===== src/rtl/rca_port_decoder.sv =====
// Decodes RCA config/use instructions: config writes per-RCA port tables,
// use snapshots one RCA's tables into a single-entry descriptor register.
module rca_port_decoder #(
    parameter int         NUM_RCAS        = 4,
    parameter int         NUM_READ_PORTS  = 5,
    parameter int         NUM_WRITE_PORTS = 5,
    parameter logic [2:0] FUNCT3_USE      = 3'b000,
    parameter logic [2:0] FUNCT3_CONFIG   = 3'b001
) (
    input  logic                                                 clk,
    input  logic                                                 rst_n,
    input  logic                                                 issue_valid,
    output logic                                                 issue_ready,
    input  logic [2:0]                                           funct3,
    input  logic [6:0]                                           funct7,
    input  logic [4:0]                                           rs1,
    input  logic [4:0]                                           rs2,
    input  logic                                                 flush,
    output logic                                                 use_valid,
    input  logic                                                 use_ready,
    output logic [((NUM_RCAS > 1) ? $clog2(NUM_RCAS) : 1)-1:0]   use_rca_id,
    output logic [5*NUM_READ_PORTS-1:0]                          use_src_addr,
    output logic [NUM_READ_PORTS-1:0]                            use_src_en,
    output logic [5*NUM_WRITE_PORTS-1:0]                         use_dst_addr,
    output logic [NUM_WRITE_PORTS-1:0]                           use_dst_en,
    output logic                                                 err_valid,
    output logic [1:0]                                           err_code
);

    localparam int ID_W = (NUM_RCAS > 1) ? $clog2(NUM_RCAS) : 1;

    localparam logic [1:0] ERR_NONE  = 2'd0;
    localparam logic [1:0] ERR_RCA   = 2'd1;
    localparam logic [1:0] ERR_PORT  = 2'd2;
    localparam logic [1:0] ERR_FUNCT = 2'd3;

    logic [NUM_RCAS-1:0][NUM_READ_PORTS-1:0][4:0]  r_src_addr;
    logic [NUM_RCAS-1:0][NUM_READ_PORTS-1:0]       r_src_en;
    logic [NUM_RCAS-1:0][NUM_WRITE_PORTS-1:0][4:0] r_dst_addr;
    logic [NUM_RCAS-1:0][NUM_WRITE_PORTS-1:0]      r_dst_en;

    logic                             r_use_valid;
    logic [ID_W-1:0]                  r_use_rca_id;
    logic [NUM_READ_PORTS-1:0][4:0]   r_use_src_addr;
    logic [NUM_READ_PORTS-1:0]        r_use_src_en;
    logic [NUM_WRITE_PORTS-1:0][4:0]  r_use_dst_addr;
    logic [NUM_WRITE_PORTS-1:0]       r_use_dst_en;
    logic                             r_err_valid;
    logic [1:0]                       r_err_code;

    logic            w_accept;
    logic            w_is_use;
    logic            w_is_cfg;
    logic            w_id_ok;
    logic            w_port_ok;
    logic            w_dst_sel;
    logic [2:0]      w_port;
    logic [ID_W-1:0] w_id;
    logic [1:0]      w_err_code;
    logic            w_err;
    logic            w_cfg_wr;
    logic            w_use_ld;

    // Config and use share this handshake, so a config never overtakes a stalled use.
    assign issue_ready = !r_use_valid || use_ready;
    assign w_accept    = issue_valid && issue_ready;

    assign w_is_use  = (funct3 == FUNCT3_USE);
    assign w_is_cfg  = (funct3 == FUNCT3_CONFIG);
    assign w_id      = funct7[ID_W-1:0];
    assign w_port    = rs1[2:0];
    assign w_dst_sel = rs1[3];
    assign w_id_ok   = ({25'd0, funct7} < NUM_RCAS);
    assign w_port_ok = w_dst_sel ? ({29'd0, w_port} < NUM_WRITE_PORTS)
                                 : ({29'd0, w_port} < NUM_READ_PORTS);

    always_comb begin
        w_err_code = ERR_NONE;
        if (w_is_use) begin
            if (!w_id_ok) w_err_code = ERR_RCA;
        end else if (w_is_cfg) begin
            if (!w_id_ok)        w_err_code = ERR_RCA;
            else if (!w_port_ok) w_err_code = ERR_PORT;
        end else begin
            w_err_code = ERR_FUNCT;
        end
    end

    assign w_err    = w_accept && (w_err_code != ERR_NONE);
    assign w_cfg_wr = w_accept && w_is_cfg && w_id_ok && w_port_ok;
    // A use accepted alongside flush is dropped outright.
    assign w_use_ld = w_accept && w_is_use && w_id_ok && !flush;

    always_ff @(posedge clk or negedge rst_n) begin
        if (!rst_n) begin
            r_src_addr <= '0;
            r_src_en   <= '0;
            r_dst_addr <= '0;
            r_dst_en   <= '0;
        end else if (w_cfg_wr) begin
            if (w_dst_sel) begin
                r_dst_addr[w_id][w_port] <= rs2;
                r_dst_en[w_id][w_port]   <= 1'b1;
            end else begin
                r_src_addr[w_id][w_port] <= rs2;
                r_src_en[w_id][w_port]   <= 1'b1;
            end
        end
    end

    // Tables are registered, so a config from the previous cycle is already visible here.
    always_ff @(posedge clk or negedge rst_n) begin
        if (!rst_n) begin
            r_use_valid    <= 1'b0;
            r_use_rca_id   <= '0;
            r_use_src_addr <= '0;
            r_use_src_en   <= '0;
            r_use_dst_addr <= '0;
            r_use_dst_en   <= '0;
        end else if (w_use_ld) begin
            r_use_valid    <= 1'b1;
            r_use_rca_id   <= w_id;
            r_use_src_addr <= r_src_addr[w_id];
            r_use_src_en   <= r_src_en[w_id];
            r_use_dst_addr <= r_dst_addr[w_id];
            r_use_dst_en   <= r_dst_en[w_id];
        end else if (flush || use_ready) begin
            r_use_valid    <= 1'b0;
        end
    end

    always_ff @(posedge clk or negedge rst_n) begin
        if (!rst_n) begin
            r_err_valid <= 1'b0;
            r_err_code  <= ERR_NONE;
        end else begin
            r_err_valid <= w_err;
            if (w_err) r_err_code <= w_err_code;
        end
    end

    assign use_valid    = r_use_valid;
    assign use_rca_id   = r_use_rca_id;
    assign use_src_addr = r_use_src_addr;
    assign use_src_en   = r_use_src_en;
    assign use_dst_addr = r_use_dst_addr;
    assign use_dst_en   = r_use_dst_en;
    assign err_valid    = r_err_valid;
    assign err_code     = r_err_code;

endmodule


===== config.mk =====
export PLATFORM = sky130hd
export DESIGN_NAME = rca_port_decoder
export DESIGN_NICKNAME = d
export VERILOG_FILES = /design/src/rtl/rca_port_decoder.sv
export SDC_FILE = /design/constraint.sdc
export NUM_CORES = 1
export LEC_CHECK = 0
export BUFFER_PORTS_ARGS = -buffer_cell sky130_fd_sc_hd__buf_4
export CORE_MARGIN = 2
export CORE_UTILIZATION = 25
export CTS_BUF_LIST = sky130_fd_sc_hd__clkbuf_2 sky130_fd_sc_hd__clkbuf_4 sky130_fd_sc_hd__clkbuf_8
export DETAILED_ROUTE_END_ITERATION = 10
export PLACE_DENSITY_LB_ADDON = 0.25
export SLEW_MARGIN = 25
export SYNTH_ARGS = -nofsm -noshare
export SYNTH_HDL_FRONTEND = slang
export SYNTH_SLANG_ARGS = --single-unit

===== constraint.sdc =====
create_clock -name clk -period 1.95 [get_ports clk]
set_input_delay 0.2925 -clock clk [delete_from_list [all_inputs] [get_ports clk]]
set_output_delay 0.2925 -clock clk [all_outputs]
set_load 0.05 [all_outputs]

==> impl_results.md, run 1 <==
* Fin worst setup slack at -153.1 ps
* Post-Route WL at 35160 µm
* DR vias at 7917
* P_int at 9.883 mW
* CP cell instances: nor2b_4 > buf_6 > clkinvlp_4 > buf_6 > nand2_4 > nor4b_4 > buf_6 > buf_12 > mux2_4
* Net switching power at 3.074 mW
* Number of max-slew violations in the final report at 0
* Via/cell ratio at 4.478
* Total GRT Usage at 12.86%
* Die Width at 234.8 µm
* Pwr dens at 724.0 mW/mm²
* Fin nets at 1078
* Post-DP HPWL at 22500 µm
* Comb power frac at 4.9%
* Placed instance count at 1664
* Crit-path slowest cell: dfrtp_2
* Sw frac at 23.72%
* Final period util at 107.9%
* Worst EP arrival at 2600 ps
* Post-Syn Area at 0.01332 mm²
* Crit start category: flip-flop
* VDD IR-drop max at 0.3847 mV
* Kind of critical path: flip-flop to flip-flop
* Yosys cell types at 43
* Initial antenna violation count at 0
* I/O pin total at 92
* Max FO, Critical Path at 8
* CTS tree: built
* Vias in the first global route at 8779
* Met2 Use GR at 19.76%
* Layout cells sized above 1 at 60.56%
* Clk root buf: clkbuf_8
* Avg Cell Area, Syn at 16.19 µm²
* Final Hold Vio Count at 0
* Port Buffers at 90
* Yosys top cell by area: dfrtp_1
* Fillers at 5062
* Flops & latches, synth at 306
* Synthesis Warnings at 0
* Drc violations at 0
* Total CTS buffers at 53
* Core area at 0.05266 mm²
* First-pass GRT wire length at 55080 µm
* Critical Path RT at 2450 ps
* Clock share of power at 45.9%
* Starting Density at 25.30%
* # rows at 84
* DR iter-0 viols at 228
* Status: complete, but fails checks
* Global route hottest layer: met2
* FF/Latch Area at 0.007659 mm²
* Die height at 234.8 µm
* RSZ-0062 raised after global routing: true
* Fmax at 475.5 MHz
* Worst-Margin Slew at 550.3 ps
* Seq/Total Area, Yosys at 57.48%
* Buffers & Inverters on Critical Path at 5
* Number of antenna repair diodes at 0
* Worst-path clk slew at 60 ps
* GR Layer Usage met3 at 2.867%
* Max transition margin at 63.31%
* DRT antenna net count at 0
* Max incr delay on CP at 400 ps
* GRT met1 Usage at 18.07%
* Worst-Skew Late Latency at 640 ps
* P_leak at 8.727 nW
* Synth top area share at 57.48%
* Share of total power in sequential cells at 49.2%
* CTS sink cnt at 306
* DRT Pass-1 Iters at 4
* Failing checks: setup timing
* Worst Hold Class: input port to flip-flop
* Largest net degree at the start of global routing at 54
* Finished Layout Cells at 1768
* Delay-heaviest family, CP: buffers and inverters
* Multi-input logic area at 0.006098 mm²
* Deepest clock path buffer count at 3
* Post-DR wirelength/cell at 19.89 µm
* Clock skew at 25.38 ps
* H-tree Lvls at 2
* Grt ovf at 0
* Die area at 0.05515 mm²
* Syn Inst Count at 823
* Critical path's most frequent cell: buf_6
* Syn Nets at 848
* Setup TNS at -11210 ps
* GP Congestion at 0.7316
* Area Overhead vs Synth at 34.33%
* Most area-consuming cells after synthesis: dfrtp_1 57%, mux2_1 11%, mux2_2 11%, mux4_2 10%, o21bai_1 0.96%
* Max cap viols at 0
* Kind of end point of the critical path: flip-flop
* Setup Viol. Count Final at 138
* Minimum clock period at 2103 ps
-- worst paths after layout --
check	end	depth (start not counted)	from	slack, ps
min	err_code[0]$_DFFE_PN0P_	4	funct7[6]	90
max	use_dst_en[3]$_DFFE_PN0P_	9	use_valid$_DFFE_PN0P_	-150
max in group asynchronous	r_src_en[4]$_DFFE_PN0N_	3	rst_n	1010
min in group asynchronous	r_dst_addr[50]$_DFFE_PN0P_	2	rst_n	210
min reg2reg	r_src_en[12]$_DFFE_PN0N_	1	r_src_en[12]$_DFFE_PN0N_	450
max reg2reg	use_dst_en[3]$_DFFE_PN0P_	9	use_valid$_DFFE_PN0P_	-150
-- Yosys cell counts --
library cell	n
nor3_1	1
buf_1	6
and3_1	1
a21o_1	8
nor3_2	12
nand3_1	7
buf_8	5
nor2b_1	3
buf_4	4
mux2_2	131
inv_1	2
or2_2	11
nor3_4	5
nor2_2	2
and4_1	1
or4b_1	2
nor2_4	1
a21oi_1	2
or3b_1	2
clkbuf_1	32
o21a_1	1
o21ai_0	3
o21bai_1	17
o32a_1	1
nor4_4	4
or3_1	1
or4_4	1
buf_2	7
nor4b_2	1
mux4_2	60
dfrtp_1	306
nor4_2	3
nand3b_1	2
nand3_2	4
nand4_1	5
nand2_1	13
mux2_1	131
nand2_2	1
buf_6	1
a31o_2	3
nor3b_1	2
nor2_1	10
nand2b_1	8
-- worst register-to-register path: cells and delay by family, from the launching register on --
family / cells / cell delay, ps
buffers and inverters: 5 / 740
DFF: 1 / 400
muxes: 1 / 320
and+or+nand+nor: 3 / 510
-- power by group through the flow --
stage	registers (mW)	logic (mW)	clock network (mW)
finish	6.37	0.636	5.95
CTS	6.37	0.643	6.20
global placement	6.49	0.622	0
detailed placement	6.49	0.629	0
global route	6.37	0.704	6.48
floorplan	6.51	0.227	0
-- per-stage QoR --
stage	utilization (%)	power (mW)	setup WS [ps]	area, µm²	hold WS [ps]
after global routing	33.98	13.55	-228.5	17890	96.30
after floorplan	-	6.733	-282.5	13900	-3.091
after CTS	33.52	13.21	-197.5	17650	41.15
after detailed placement	31.04	7.115	-408.2	16340	264.8
final	33.98	12.96	-153.1	17890	90.76
after global placement	31.04	7.107	-374.6	16340	272.5
-- cell families after synthesis --
kind of cell	share of synthesized area, %
AND/OR/NAND/NOR	6.039
buffers and inverters	2.264
multiplexers	32.29
AO/OA/AOI/OAI	1.925
flip-flops	57.48
-- placed cells by master, fill, tap and decap left out, types with 16 or more instances in the layout --
master      n
mux2_4    154
o21bai_1   16
mux2_2     71
buf_4     169
mux2_1     37
clkbuf_8   64
dfrtp_1   305
buf_12     27
buf_6      28
mux4_2     60
nor3_4     16
-- timing repair --
action / CTS / global route
gates cloned: 1 / 2
hold endpoints to repair: 143 / 0
hold buffers: 2 / 0
buffers inserted: 9 / 10
gates resized for setup: 42 / 39
endpoints found under the setup margin: 191 / 235
pin swaps: 9 / 8
-- area by class of cell --
class                   count  share of cell area [%]
inverters                   2                 0.06293
clock buffers              77                   5.468
well taps                 688                   4.811
flip-flops and latches    306                   42.80
repair buffers            230                   12.45
clock inverters             5                  0.3356
multi-input cells         460                   34.08
-- routing by layer --
layer,routed length (µm),vias to the layer above
met4,630,0
li1,-,3508
met3,1701,46
met2,16040,149
met1,16790,4214
met5,0,-
-- registers in the layout, summed over array words and instances, names as in the netlist --
signal	flops
r_dst_addr	100
r_src_addr	100
use_dst_addr	25
use_src_addr	25
r_dst_en	20
r_src_en	20
use_dst_en	5
use_src_en	5
err_code	2
use_rca_id	2
err_valid	1
use_valid	1
Power figures use the tool's default switching activity.
==> run 2, diff against run 1 <==
--- a/config.mk
+++ b/config.mk
@@ -6,7 +6,8 @@
 export NUM_CORES = 1
 export LEC_CHECK = 0
 export BUFFER_PORTS_ARGS = -buffer_cell sky130_fd_sc_hd__buf_4
-export CORE_MARGIN = 2
+export CORE_ASPECT_RATIO = 1.25
+export CORE_MARGIN = 3
 export CORE_UTILIZATION = 25
 export CTS_BUF_LIST = sky130_fd_sc_hd__clkbuf_2 sky130_fd_sc_hd__clkbuf_4 sky130_fd_sc_hd__clkbuf_8
 export DETAILED_ROUTE_END_ITERATION = 10
==> impl_results.md, run 2 (synthesized netlist as in run 1, its figures left out) <==
* RSZ-0062 raised after global routing: true
* Die height at 264.1 µm
* GP Congestion at 0.7414
* Deepest clock path buffer count at 3
* Most common cell after layout, fill and taps aside: dfrtp_1
* Final Hold Vio Count at 0
* Starting Density at 25.55%
* Max incr delay on CP at 420 ps
* Drc violations at 0
* P_leak at 8.671 nW
* CP cell instances: nor2b_4 > buf_4 > or3b_4 > buf_8 > nor3_4 > buf_12 > mux2_2
* Largest net degree at the start of global routing at 70
* Fmax at 496.4 MHz
* I/O pin total at 92
* Worst Reg-to-Reg Cells at 7
* Final period util at 103.3%
* Top flop regs: r_dst_addr (100), r_src_addr (100)
* Grt ovf at 0
* Total GRT Usage at 12.62%
* DRT antenna net count at 0
* Initial antenna violation count at 2
* DRT Pass-1 Iters at 4
* Kind of end point of the critical path: flip-flop
* Worst Hold Class: input port to flip-flop
* Failing checks: setup timing
* Area Overhead vs Synth at 33.56%
* Pwr dens at 720.9 mW/mm²
* CTS tree: built
* Post-Route WL at 35360 µm
* DR iter-0 viols at 279
* Clock skew at 22.52 ps
* # rows at 93
* DR vias at 7819
* Setup Viol. Count Final at 56
* Worst EP arrival at 2470 ps
* Fin nets at 1068
* Total CTS buffers at 51
* Worst-path clk slew at 60 ps
* Status: complete, but fails checks
* Core area at 0.05213 mm²
* CTS sink cnt at 306
* Kind of critical path: flip-flop to flip-flop
* Max cap viols at 0
* Pre-CTS setup slack at -331.4 ps
* Clk root buf: clkbuf_8
* Post-DP HPWL at 23130 µm
* VDD IR-drop max at 0.3817 mV
* Crit start category: flip-flop
* Die Width at 212.5 µm
* Worst-Margin Slew at 650.3 ps
* Hold path depth at 4
* Critical Path RT at 2410 ps
* Fin worst setup slack at -64.64 ps
* Max FO, Critical Path at 6
* First-pass GRT wire length at 54790 µm
* Via/cell ratio at 4.489
* Layout cells sized above 1 at 60.78%
* Max transition margin at 56.65%
* Minimum clock period at 2015 ps
* Fin util at 34.13%
* Number of max-slew violations in the final report at 0
* H-tree Lvls at 2
* Port Buffers at 90
* Vias in the first global route at 8664
* Most frequent cells in the layout: 305 x dfrtp_1, 165 x buf_4, 140 x mux2_4
* Post-DR wirelength/cell at 20.30 µm
* Worst-Skew Late Latency at 590 ps
* Crit-path slowest cell: or3b_4
* Die area at 0.05611 mm²
## run 2: report_power, final
group          total [mW]  internal [mW]  switching [mW]  leakage, nW
registers            6.37           6.37         0.00855         4.26
logic               0.631          0.216           0.415         3.85
clock network        5.82           3.24            2.58        0.552
## run 2: path summary, 6_finish.rpt
path,from,to,slack [ps]
worst max register to register,use_valid$_DFFE_PN0P_,r_dst_addr[95]$_DFFE_PN0P_,-60
max in group asynchronous,rst_n,r_dst_addr[43]$_DFFE_PN0P_,860
worst max-delay path,use_valid$_DFFE_PN0P_,r_dst_addr[95]$_DFFE_PN0P_,-60
min in group asynchronous,rst_n,r_src_addr[3]$_DFFE_PN0P_,290
worst min-delay path,funct3[2],err_code[1]$_DFFE_PN0P_,210
worst min register to register,r_src_en[17]$_DFFE_PN0N_,r_src_en[17]$_DFFE_PN0N_,460
## run 2: timing repair
action,CTS,global route
cloned,0,7
gates resized for setup,32,17
setup buffers,1,3
setup endpoints to repair,155,141
pin swaps,1,1
hold endpoints to repair,59,0
hold buffers,2,0
## run 2: layout make-up
| class | instances | area, µm² |
|---|---|---|
| Fill cell | 5053 | 34340 |
| Sequential cell | 306 | 7659 |
| Multi-Input combinational cell | 460 | 6027 |
| Timing Repair Buffer | 222 | 2221 |
| Clock buffer | 75 | 950.9 |
| Tap cell | 665 | 832.0 |
| Clock inverter | 11 | 88.84 |
| Inverter | 2 | 11.26 |
| Antenna cell | 1 | 2.502 |
## run 2: through the flow
stage	power [mW]	setup TNS, ps	hold WS [ps]	area, µm²	cells
finish	12.83	-1413	210.9	17790	1742
global route	13.38	-7330	200.8	17790	1741
CTS	13.10	-1264	153.5	17550	1731
detailed placement	7.129	-60250	344.4	16370	1643
global placement	7.124	-60820	340.4	16370	1643
floorplan	6.733	-35580	-3.091	13900	823
## run 2: layer usage
layer | GRT usage, % | part of all wire (%) | vias up
li1 | - | - | 3490
met5 | 0 | 0.037 | -
met4 | 3.832 | 2.5 | 2
met2 | 21.00 | 49 | 130
met1 | 16.47 | 44 | 4130
met3 | 2.673 | 3.9 | 67
## run 2: critical path, delay by kind of cell, from the launching register on
kind | cells | cell delay [ps]
and+or+nand+nor | 3 | 710
buffers and inverters | 3 | 460
DFF | 1 | 400
muxes | 1 | 330
